**config.mk**
```make
export PLATFORM = sky130hd
export DESIGN_NAME = counter_sequencer
export DESIGN_NICKNAME = d
export VERILOG_FILES = /design/src/rtl/counter_sequencer.sv
export SDC_FILE = /design/constraint.sdc
export NUM_CORES = 1
export LEC_CHECK = 0
export CAP_MARGIN = 10
export CORE_MARGIN = 1.5
export CORE_UTILIZATION = 46
export DETAILED_ROUTE_END_ITERATION = 7
export GPL_ROUTABILITY_DRIVEN = 0
export GPL_TIMING_DRIVEN = 0
export PLACE_DENSITY = 0.84
export SYNTH_ARGS = -nofsm -noshare
export SYNTH_HDL_FRONTEND = slang
export SYNTH_SLANG_ARGS = --single-unit
```
**constraint.sdc**
```tcl
create_clock -name i_clk -period 2.7 [get_ports i_clk]
set_clock_uncertainty 0.15 [all_clocks]
set_input_delay 0.54 -clock i_clk [delete_from_list [all_inputs] [get_ports i_clk]]
set_output_delay 0.54 -clock i_clk [all_outputs]
set_load 0.005 [all_outputs]
```
**src/rtl/counter_sequencer.sv**
```systemverilog
// counter_sequencer
//   Command-driven controller for one loadable up/down counter. Accepts a
//   count job over a valid/ready handshake, loads the start value, steps the
//   counter N times (optionally stopping at max/zero), then reports the final
//   count with a one-cycle done pulse.
//
// Ports
//   i_clk, i_rst          clock, synchronous active-high reset
//   i_cmd_valid/o_cmd_ready   job handshake
//   i_cmd_start           value loaded into the counter
//   i_cmd_up              1 = count up, 0 = count down
//   i_cmd_steps           number of count steps
//   i_cmd_sat             1 = stop at the boundary, 0 = wrap
//   o_cnt_*               drive the counter's rst_n/load_n/ce/up_down/data_load
//   i_cnt_*               counter's count_out/max_count/zero
//   o_busy, o_done        job in progress / one-cycle completion pulse
//   o_result_count/early  final count and early-stop flag of the last job
module counter_sequencer #(
   parameter int WIDTH = 4
) (
   input  logic             i_clk,
   input  logic             i_rst,
   input  logic             i_cmd_valid,
   output logic             o_cmd_ready,
   input  logic [WIDTH-1:0] i_cmd_start,
   input  logic             i_cmd_up,
   input  logic [WIDTH-1:0] i_cmd_steps,
   input  logic             i_cmd_sat,
   output logic             o_cnt_rst_n,
   output logic             o_cnt_load_n,
   output logic             o_cnt_ce,
   output logic             o_cnt_up_down,
   output logic [WIDTH-1:0] o_cnt_data_load,
   input  logic [WIDTH-1:0] i_cnt_count_out,
   input  logic             i_cnt_max_count,
   input  logic             i_cnt_zero,
   output logic             o_busy,
   output logic             o_done,
   output logic [WIDTH-1:0] o_result_count,
   output logic             o_result_early
);

   typedef enum logic [1:0] {S_IDLE, S_LOAD, S_RUN, S_DONE} state_t;

   state_t           r_state;
   logic [WIDTH-1:0] r_start;
   logic [WIDTH-1:0] r_remaining;
   logic [WIDTH-1:0] r_result_count;
   logic             r_up;
   logic             r_sat;
   logic             r_early;
   logic             r_result_early;
   logic             w_stop;

   // Boundary hit this RUN cycle, judged on the counter's registered outputs
   // so the step that would cross the boundary is never issued.
   assign w_stop = r_sat && (r_up ? i_cnt_max_count : i_cnt_zero);

   always_ff @(posedge i_clk) begin
      if (i_rst) begin
         r_state        <= S_IDLE;
         r_remaining    <= '0;
         r_result_count <= '0;
         r_result_early <= 1'b0;
         r_early        <= 1'b0;
      end else begin
         case (r_state)
            S_IDLE: begin
               if (i_cmd_valid) begin
                  r_start     <= i_cmd_start;
                  r_up        <= i_cmd_up;
                  r_sat       <= i_cmd_sat;
                  r_remaining <= i_cmd_steps;
                  r_early     <= 1'b0;
                  r_state     <= S_LOAD;
               end
            end
            S_LOAD: begin
               // remaining still equals the requested step count here
               r_state <= (r_remaining == '0) ? S_DONE : S_RUN;
            end
            S_RUN: begin
               if (w_stop) begin
                  r_early <= 1'b1;
                  r_state <= S_DONE;
               end else begin
                  r_remaining <= r_remaining - WIDTH'(1);
                  if (r_remaining == WIDTH'(1)) r_state <= S_DONE;
               end
            end
            S_DONE: begin
               r_result_count <= i_cnt_count_out;
               r_result_early <= r_early;
               r_state        <= S_IDLE;
            end
            default: r_state <= S_IDLE;
         endcase
      end
   end

   // Handshake/status outputs are forced low while reset is held, even though
   // the state register only updates at the next edge.
   assign o_cnt_rst_n     = ~i_rst;
   assign o_cmd_ready     = (r_state == S_IDLE) && !i_rst;
   assign o_busy          = (r_state != S_IDLE) && !i_rst;
   assign o_done          = (r_state == S_DONE) && !i_rst;

   assign o_cnt_load_n    = !(r_state == S_LOAD);
   assign o_cnt_data_load = (r_state == S_LOAD) ? r_start : '0;
   // Enable depends on the same-cycle boundary check, so it cannot be registered.
   assign o_cnt_ce        = (r_state == S_RUN) && !w_stop && !i_rst;
   assign o_cnt_up_down   = (r_state == S_RUN) ? r_up : 1'b0;

   // In DONE the live count is shown; it is captured at the end of the cycle.
   assign o_result_count  = (r_state == S_DONE) ? i_cnt_count_out : r_result_count;
   assign o_result_early  = (r_state == S_DONE) ? r_early : r_result_early;

endmodule

```
# After elaboration in Yosys (flattened, before gate mapping)
# Cells that the tools add are included.
# op_classes
n_addsub	1
multipliers	0
div	0
order_cmp	0
n_eq_ne	8
n_shift	0
mux	16
bitwise_logic	1
reduce_logical	17
# op_table
cell	count
4-bit 2-to-1 mux	4
3-bit AND reduction	3
2-bit one-hot mux with 4 select lines	1
4-bit one-hot mux with 2 select lines	1
1-bit logical AND	6
1-bit 2-to-1 mux	6
2-bit 2-to-1 mux	3
2-bit inequality test (second input constant)	3
2-bit equality test (second input constant)	2
4-bit by 1-bit equality test with 1-bit output (second input constant)	1
4-bit zero test	1
2-bit nonzero test	2
4-bit by 1-bit subtractor with 4-bit output (second input constant)	1
1-bit zero test	3
3-bit inequality test (second input constant)	1
2-bit by 1-bit equality test with 1-bit output (second input constant)	1
2-bit zero test	1
1-bit one-hot mux with 2 select lines	1
2-bit AND reduction	1
1-bit inverter	1
# totals
register_bits	18
latch_bits	0
ram_bits	0
romBits	0
inputBits	19
output_inout_bits	16
wordCells	51
mem_count	0

# Longest topological paths before layout
# Gate-level depths: netlist (run 1).
# depth
word_depth	5
ltp_mapped	7
ltp_nobuf	6

# Worst setup path after synthesis (run 1)
# No wires, ideal clock.
# synth_path
kind	input port to output port
start	in i_cnt_zero
end	out o_cnt_ce
arrival_ps	1215
t_required_ps	2010
setup_slack_ps	795
cell_stages	3
n_path_buf	0
cell_sequence	mux2_4 and2_2 nor3_1
# synth_between
elab_chain_cells	5
# synth_lines
element	line	rtl
from (decl)	36	input logic i_cnt_zero,
1-bit 2-to-1 mux	57	assign w_stop = r_sat && (r_up ? i_cnt_max_count : i_cnt_zero);
1-bit logical AND	57	
1-bit zero test	111	assign o_cnt_ce = (r_state == S_RUN) && !w_stop && !i_rst;
1-bit logical AND (2 in a row)	111	
to (decl)	31	output logic o_cnt_ce,
# Every way passes these cells.

# Final worst setup path (run 1)
# Same ends and word-level chain as after synthesis.

==> results.md, run 1 <==
* Status: complete, no violations
* Endpoints failing hold at 0
* Synth top area cells: dfxtp_1 (25%), edfxtp_1 (19%), ha_1 (7.8%), mux2_2 (7.0%), and2_1 (6.5%)
* PortBufs at 34
* WL/cell at around 13 µm
* Fin Hold WS at about 380 ps
* Syn_area_per_cell at roughly 10 µm²
* Post-route DRC at 0
* Crit path kind: in -> out
* Cts bufs inserted at 3
* Yosys reg bits at 18
* CTS tree: yes
* Critical R2R Capture: r_remaining[0]
* Hold Path Class: reg -> reg
* Largest net degree at the start of global routing at 11
* Via/cell ratio at approximately 5.2
* Synth cell types at 31
* Final wirelength at a little over 2 mm
* Share of layout cells above drive strength 1 at 11.76%
* FMAX at 389.3 MHz
* Antenna Cells at 0
* Drt first pass iters at 4
* Worst Max-Slew Pin Slew at about 490 ps
* Fraction of the mapped netlist area in adder cells at a little under 8%
* Vias in the first global route at roughly 860
* Synth top area share at approximately a quarter
* GR Util All Layers at 19.30%
* Minimum clock period at ~2600 ps
* Site Rows at 16
* Net Count, Synth at 123
* Startpoint Class: input port
* Post-synth top area cell: dfxtp_1
* CP required at between 2000 and 2500 ps
* Final Core Density at a little over two thirds
* Max cap viols at 0
* # setup viols final at 0
* Worst Setup SP: i_cnt_zero
* Post-Synth XOR/XNOR Area at 0%
* CORE AREA at 1962 µm²
* Starting Density at 48.92%
* CTS Hold Bufs at 0
* Max-slew headroom at between 60 and 70%
* DIE AREA at between 2000 and 2500 µm²
* Sink Count at 18
* Top Ports at 35
* R2R depth at 6
* Max-slew violation count at 0
* CTS max path bufs at 2
* R2r startpoint: r_state[0]
* Initial DRC count at 12
* Mapped cell area at approximately 960 µm²
* CP Max Fanout at 6
* Syn. warnings at 0
* Post-CTS setup buffers at 0
* Post-DRT Antenna Nets at 0
* RSZ-0062 raised after global routing: false
* Hpwl dp at 1.572 mm
* Total grt overflow at 0
* Clock Latency Late Sink at slightly below 300 ps
* First-pass GRT wire length at between 3 and 4 mm
* Critical Path End: o_cnt_ce
* Root Buffer: clkbuf_4
* Die X at 48.68 µm
* # nets final at 162
* Combinational family with the most area after synthesis: simple AND/OR/NAND/NOR gates
* Die height at approximately 49 µm
* Resized Gates After CTS at 1
* Post-synthesis sequential area ratio at a little over two fifths
* Peak VDD IR at 0.0004149 V
* Via count at approximately 850
* Pwr/cell area at a little under 800 nW/µm²
* Leakage at 0.0005228 µW
* Htree depth at 1
* Fin crit share at a little over nine tenths
* R2R Setup Slk at slightly above 700 ps
* Synth Area in Compound Gates at 16.30%
* CP endpoint kind: primary output
* CTS clk-pin slew, worst paths at 100 ps
* Post-Synthesis Cells at slightly below 100
* Proportion of synthesized area in mux cells at about 8.6%
* Post-Synth Simple-Gate Area at a little under a fifth
* Setup TNS at 0 ps
* Initial antenna violation count at 0
* Synthesis-to-finish area growth at 41.85%
* CP arrival at 1880 ps
==> power breakdown <==
part           switching [µW]  total, µW  internal [µW]  leakage (µW)
registers                49.3        388            338      0.000153
clock network            80.5        138           57.4     0.0000150
logic                     256        525            269      0.000354
==> synthesized netlist by cell type <==
cell,instances
dfxtp_1,12
nor2_1,4
nand3_1,4
edfxtp_1,6
and2_2,1
o21ai_0,2
mux2_4,1
a21oi_1,8
nand2b_1,2
mux2_2,6
buf_2,1
a2111oi_2,1
o21ai_1,1
a211oi_1,1
nand2_1,5
a2111oi_0,1
a221oi_1,1
nand4_1,1
inv_1,8
a21boi_0,1
or3_1,1
clkbuf_1,2
nor3_1,3
a211oi_2,1
a311oi_1,1
ha_1,6
nor2b_1,3
and2_1,10
a221o_1,1
a41o_1,1
o22ai_1,2
==> sequential cells by signal, summed over array words and instances (netlist names) <==
register        flops
r_remaining         4
r_result_count      4
r_start             4
r_state             2
r_early             1
r_result_early      1
r_sat               1
r_up                1
==> per-stage QoR <==
| step | instance area, µm² | setup WS [ps] | power, µW | instances |
|---|---|---|---|---|
| 5_1_grt | 1361 | 31.86 | 1138 | 163 |
| 3_3_place_gp | 1334 | -120.1 | 894.4 | 159 |
| 6_report | 1361 | 131.0 | 1051 | 163 |
| 2_1_floorplan | 959.7 | 795.0 | 707.9 | 98 |
| 4_1_cts | 1359 | 15.32 | 1061 | 163 |
| 3_5_place_dp | 1334 | -141.3 | 916.0 | 159 |
==> how the worst min path moves through the flow <==
stage                                 to           start  slack [ps]  depth (start not counted)
after floorplan           r_remaining[2]  r_remaining[2]         330                          2
final                     r_remaining[2]  r_remaining[2]         380                          2
after global routing      r_remaining[2]  r_remaining[2]         410                          2
after detailed placement  r_remaining[2]  r_remaining[2]         350                          2
after CTS                 r_remaining[2]  r_remaining[2]         370                          2
after global placement    r_remaining[2]  r_remaining[2]         350                          2
==> metal layers <==
layer / global-route usage [%] / wire [µm] / vias to the layer above
li1: - / - / 424
met1: 21.03 / 877 / 407
met5: 0 / 0 / -
met2: 36.99 / 1100 / 16
met4: 6.667 / 0 / 0
met3: 3.395 / 60 / 0
==> worst max-delay path, cell delays in order <==
cell and delay (ps):
clkdlybuf4s50_1 400, mux2_4 310, and2_2 240, nor3_1 140
dlygate4sd2_1 260
==> cells by family after synthesis <==
group	Yosys count
DFF	18
adders and majority gates	6
buffers and inverters	11
AOI/OAI and AO/OA	22
muxes	7
and+or+nand+nor	34
==> cell type report <==
| class | count | area (µm²) |
|---|---|---|
| clock buffer | 4 | 26.28 |
| multi-input combinational | 69 | 496.7 |
| sequential | 18 | 420.4 |
| tap | 27 | 33.78 |
| inverter | 8 | 30.03 |
| timing repair buffer | 34 | 339.1 |
| buffer | 3 | 15.01 |
| fill | 173 | 600.6 |
==> layout by cell type, fill, tap and decap left out <==
master / count
a2111oi_0: 1
a2111oi_2: 1
a211oi_1: 1
a211oi_2: 1
a21boi_0: 1
a21oi_1: 8
a221o_1: 1
a221oi_1: 1
a311oi_1: 1
a41o_1: 1
and2_1: 10
and2_2: 1
buf_2: 1
clkbuf_1: 1
clkbuf_2: 2
clkbuf_4: 3
clkdlybuf4s50_1: 33
dfxtp_1: 12
dlygate4sd2_1: 1
edfxtp_1: 6
ha_1: 6
inv_1: 8
mux2_2: 6
mux2_4: 1
nand2_1: 5
nand2b_1: 2
nand3_1: 4
nand4_1: 1
nor2_1: 4
nor2b_1: 3
nor3_1: 3
o21ai_0: 2
o21ai_1: 1
o22ai_1: 2
or3_1: 1
Note: power is estimated with default switching activity, not from simulation.
==> inputs of run 2 (changes only) <==
--- a/config.mk
+++ b/config.mk
@@ -5,13 +5,14 @@
 export SDC_FILE = /design/constraint.sdc
 export NUM_CORES = 1
 export LEC_CHECK = 0
+export ABC_AREA = 1
 export CAP_MARGIN = 10
 export CORE_MARGIN = 1.5
-export CORE_UTILIZATION = 46
+export CORE_UTILIZATION = 47
 export DETAILED_ROUTE_END_ITERATION = 7
 export GPL_ROUTABILITY_DRIVEN = 0
 export GPL_TIMING_DRIVEN = 0
-export PLACE_DENSITY = 0.84
+export PLACE_DENSITY = 0.85
 export SYNTH_ARGS = -nofsm -noshare
 export SYNTH_HDL_FRONTEND = slang
 export SYNTH_SLANG_ARGS = --single-unit
==> run 2 against run 1 <==
Net effect: global-route usage is 0.20 points lower; largest cell class unchanged; combinational power rose by 34%; critical endpoint unchanged; cell area grew 1.7%; cell count increased by 23%; sequential share of layout area is 0.50 points lower; utilization is 0.44 points higher; routed wire length increased by 0.29%; synthesized cell count grew 40%; highest routed layer is now met4.
==> results.md, run 2 <==
* R2R Setup Slk at 960 ps (+250 ps)
* Clock Latency Late Sink at 290 ps (about the same)
* Largest net degree at the start of global routing at 11 (unchanged)
* Depth of the worst hold-timing path at 2 (unchanged)
* Async S/R FF share, synth at 0% (unchanged)
* Drt first pass iters at 4 (unchanged)
* CORE AREA at 1982 µm² (+1.0%)
* Initial antenna violation count at 0 (unchanged)
* Top_reg_cell synth: dfxtp_1
* Multi-input logic area at 483.0 µm² (-2.8%)
* WL/cell at 10.17 µm (-19%)
* Post-route DRC at 0 (unchanged)
* CP required at 2010 ps (about the same)
* Crit path kind: in -> out
* Leakage at 0.0006496 µW (+24%)
* Yosys reg bits at 18 (unchanged)
* Mapped cell area at 991.0 µm² (+3.3%)
* Fin crit share at 94.42% (-0.73 points)
* Pwr/cell area at 891.2 nW/µm² (+15%)
* First-pass GRT wire length at 3.629 mm (+0.19%)
* Hold Path Origin: i_rst
* Antenna Cells at 0 (unchanged)
* Critical path, cell by cell: clkdlybuf4s50_1, inv_1, nand2_1, nand3_2, nand2_1, nor2_1, clkdlybuf4s50_1
* Storage element area at 420.4 µm² (unchanged)
* GR Util All Layers at 19.10% (-0.20 points)
* Endpoints failing hold at 0 (unchanged)
* # nets final at 200 (+23%)
* Biggest regs: r_remaining (4), r_result_count (4), r_start (4)
* # setup viols final at 0 (unchanged)
* Post-DRT Antenna Nets at 0 (unchanged)
* Max-slew violation count at 0 (unchanged)
* Max cap viols at 0 (unchanged)
* Root Buffer: clkbuf_4
* Fill cells at 165 (-4.6%)
* Starting Density at 50.00% (+1.1 points)
* Final wirelength at 2.044 mm (+0.29%)
* Slowest stage delay, CP at 500 ps (+100 ps)
* Total grt overflow at 0 (unchanged)
* Die X at 48.92 µm (+0.49%)
* Synth top area share at 24.24% (-0.79 points)
* Final Core Density at 69.82% (+0.44 points)
* Top Ports at 35 (unchanged)
* Post-synth EDFFs at 6 (unchanged)
* Status: complete, no violations
* Resized Gates After CTS at 0 (-1)
* CTS max path bufs at 2 (unchanged)
* CTS tree: yes
* Post-CTS setup buffers at 0 (unchanged)
* Worst Max-Slew Pin Slew at 523.9 ps (+32.09 ps)
* Startpoint Class: input port
* Peak VDD IR at 0.0005622 V (+36%)
* Net Count, Synth at 162 (+32%)
* Cts bufs inserted at 3 (unchanged)
* Die height at 48.92 µm (+0.49%)
* CP arrival at 1860 ps (-20 ps)
* Sink Count at 18 (unchanged)
* Minimum clock period at 2549 ps (-19.81 ps)
* Synth top area cells: dfxtp_1 (24%), edfxtp_1 (18%), nand2_1 (16%), ha_1 (7.6%), inv_1 (7.2%)
* CTS Hold Bufs at 0 (unchanged)
* Htree depth at 1 (unchanged)
* FMAX at 392.3 MHz (+0.78%)
* CP Max Fanout at 4 (-2)
* Synth cell count leaders: nand2_1 (42), inv_1 (19), nor2_1 (19), dfxtp_1 (12), nand3_1 (11)
* Placed Cells at 197 (+24%)
* PortBufs at 33 (-2.9%)
* CTS clk-pin slew, worst paths at 100 ps (about the same)
* Post-Synthesis Cells at 137 (+40%)
* Post-synth top area cell: dfxtp_1
* Syn. warnings at 0 (unchanged)
* Max stage delay cell, worst path: clkdlybuf4s50_1
* Synthesis-to-finish area growth at 39.65%
* Hold Crit Endpoint: r_result_count[2]
* DIE AREA at 2393 µm² (+0.99%)
* CP endpoint kind: primary output
* Setup TNS at 0 ps (unchanged)
* R2r startpoint: r_state[0]
* Synth cell types at 19 (-39%)
* Commonest non-fill, non-tap cell in the layout: nand2_1
* Share of layout cells above drive strength 1 at 8.046% (-3.7 points)
* Vias in the first global route at 931 (+8.4%)
* Max-slew headroom at 64.95% (-2.1 points)
* Critical R2R Capture: r_up
* Initial DRC count at 13 (+1)
* Most frequent cells in the layout: nand2_1 (42), clkdlybuf4s50_1 (33), inv_1 (19), nor2_1 (19), dfxtp_1 (12)
* Non-filler cells in the finished layout at 201 (+23%)
* R2R depth at 4 (-2)
* Overall power at 1233 µW (+17%)
* Hold Path Class: in -> reg
* Syn_area_per_cell at 7.233 µm² (-26%)
* Post-synthesis sequential area ratio at 42.42% (-1.4 points)
* Site Rows at 16 (unchanged)
* Via count at 969 (+14%)
* Hpwl dp at 1.649 mm (+4.9%)
* RSZ-0062 raised after global routing: false
* Via/cell ratio at 4.821 (-7.2%)
* Cell with the most instances after synthesis: nand2_1
==> run 2: area by class of cell <==
type / instances / share of cell area (%)
sequential: 18 / 30.38
inverter: 21 / 5.696
multi-input combinational: 97 / 34.90
tap: 27 / 2.441
buffer: 1 / 0.8137
timing repair buffer: 33 / 23.87
clock buffer: 4 / 1.899
==> run 2: worst max-delay path by stage <==
stage / end / from
after floorplan: r_sat / i_rst
after global placement: o_cnt_ce / i_cnt_max_count
after detailed placement: o_cnt_ce / i_cnt_max_count
after CTS: o_cnt_ce / i_cnt_max_count
after global routing: o_cnt_ce / r_state[0]
final: o_cnt_ce / i_cnt_max_count
==> run 2: kinds of logic (layout without fill, tap and decap cells) <==
family / after synthesis / after routing / synth area share [%]
buffers and inverters: 22 / 59 / 9.090
adders and majority gates: 6 / 6 / 7.576
DFF: 18 / 18 / 42.42
AOI/OAI and AO/OA: 12 / 12 / 6.439
and+or+nand+nor: 79 / 79 / 34.47
==> run 2: power breakdown <==
part	internal (µW)	switching, µW
clock	57.3	76.4
sequential	351	47.2
combinational	309	392
==> run 2: per-layer routing <==
layer / global-route usage (%) / vias up / share of wire, %
li1: - / 499 / -
met1: 20.66 / 435 / 42
met2: 37.21 / 33 / 52
met3: 3.374 / 2 / 5.3
met4: 5.714 / 0 / 0.44
met5: 0 / - / 0
==> run 2: stage by stage <==
step	hold WS, ps	instance area (µm²)	setup WS (ps)
after detailed placement	310.3	1355	150.7
after CTS	289.3	1381	147.4
after global routing	290.6	1384	20.73
after global placement	301.6	1355	162.6
final	290.3	1384	150.8
after floorplan	286.6	991.0	1070
==> run 2: critical path: cells and delay by family <==
| family | cells | cell delay [ps] |
|---|---|---|
| buf+inv | 3 | 960 |
| simple gates | 4 | 360 |
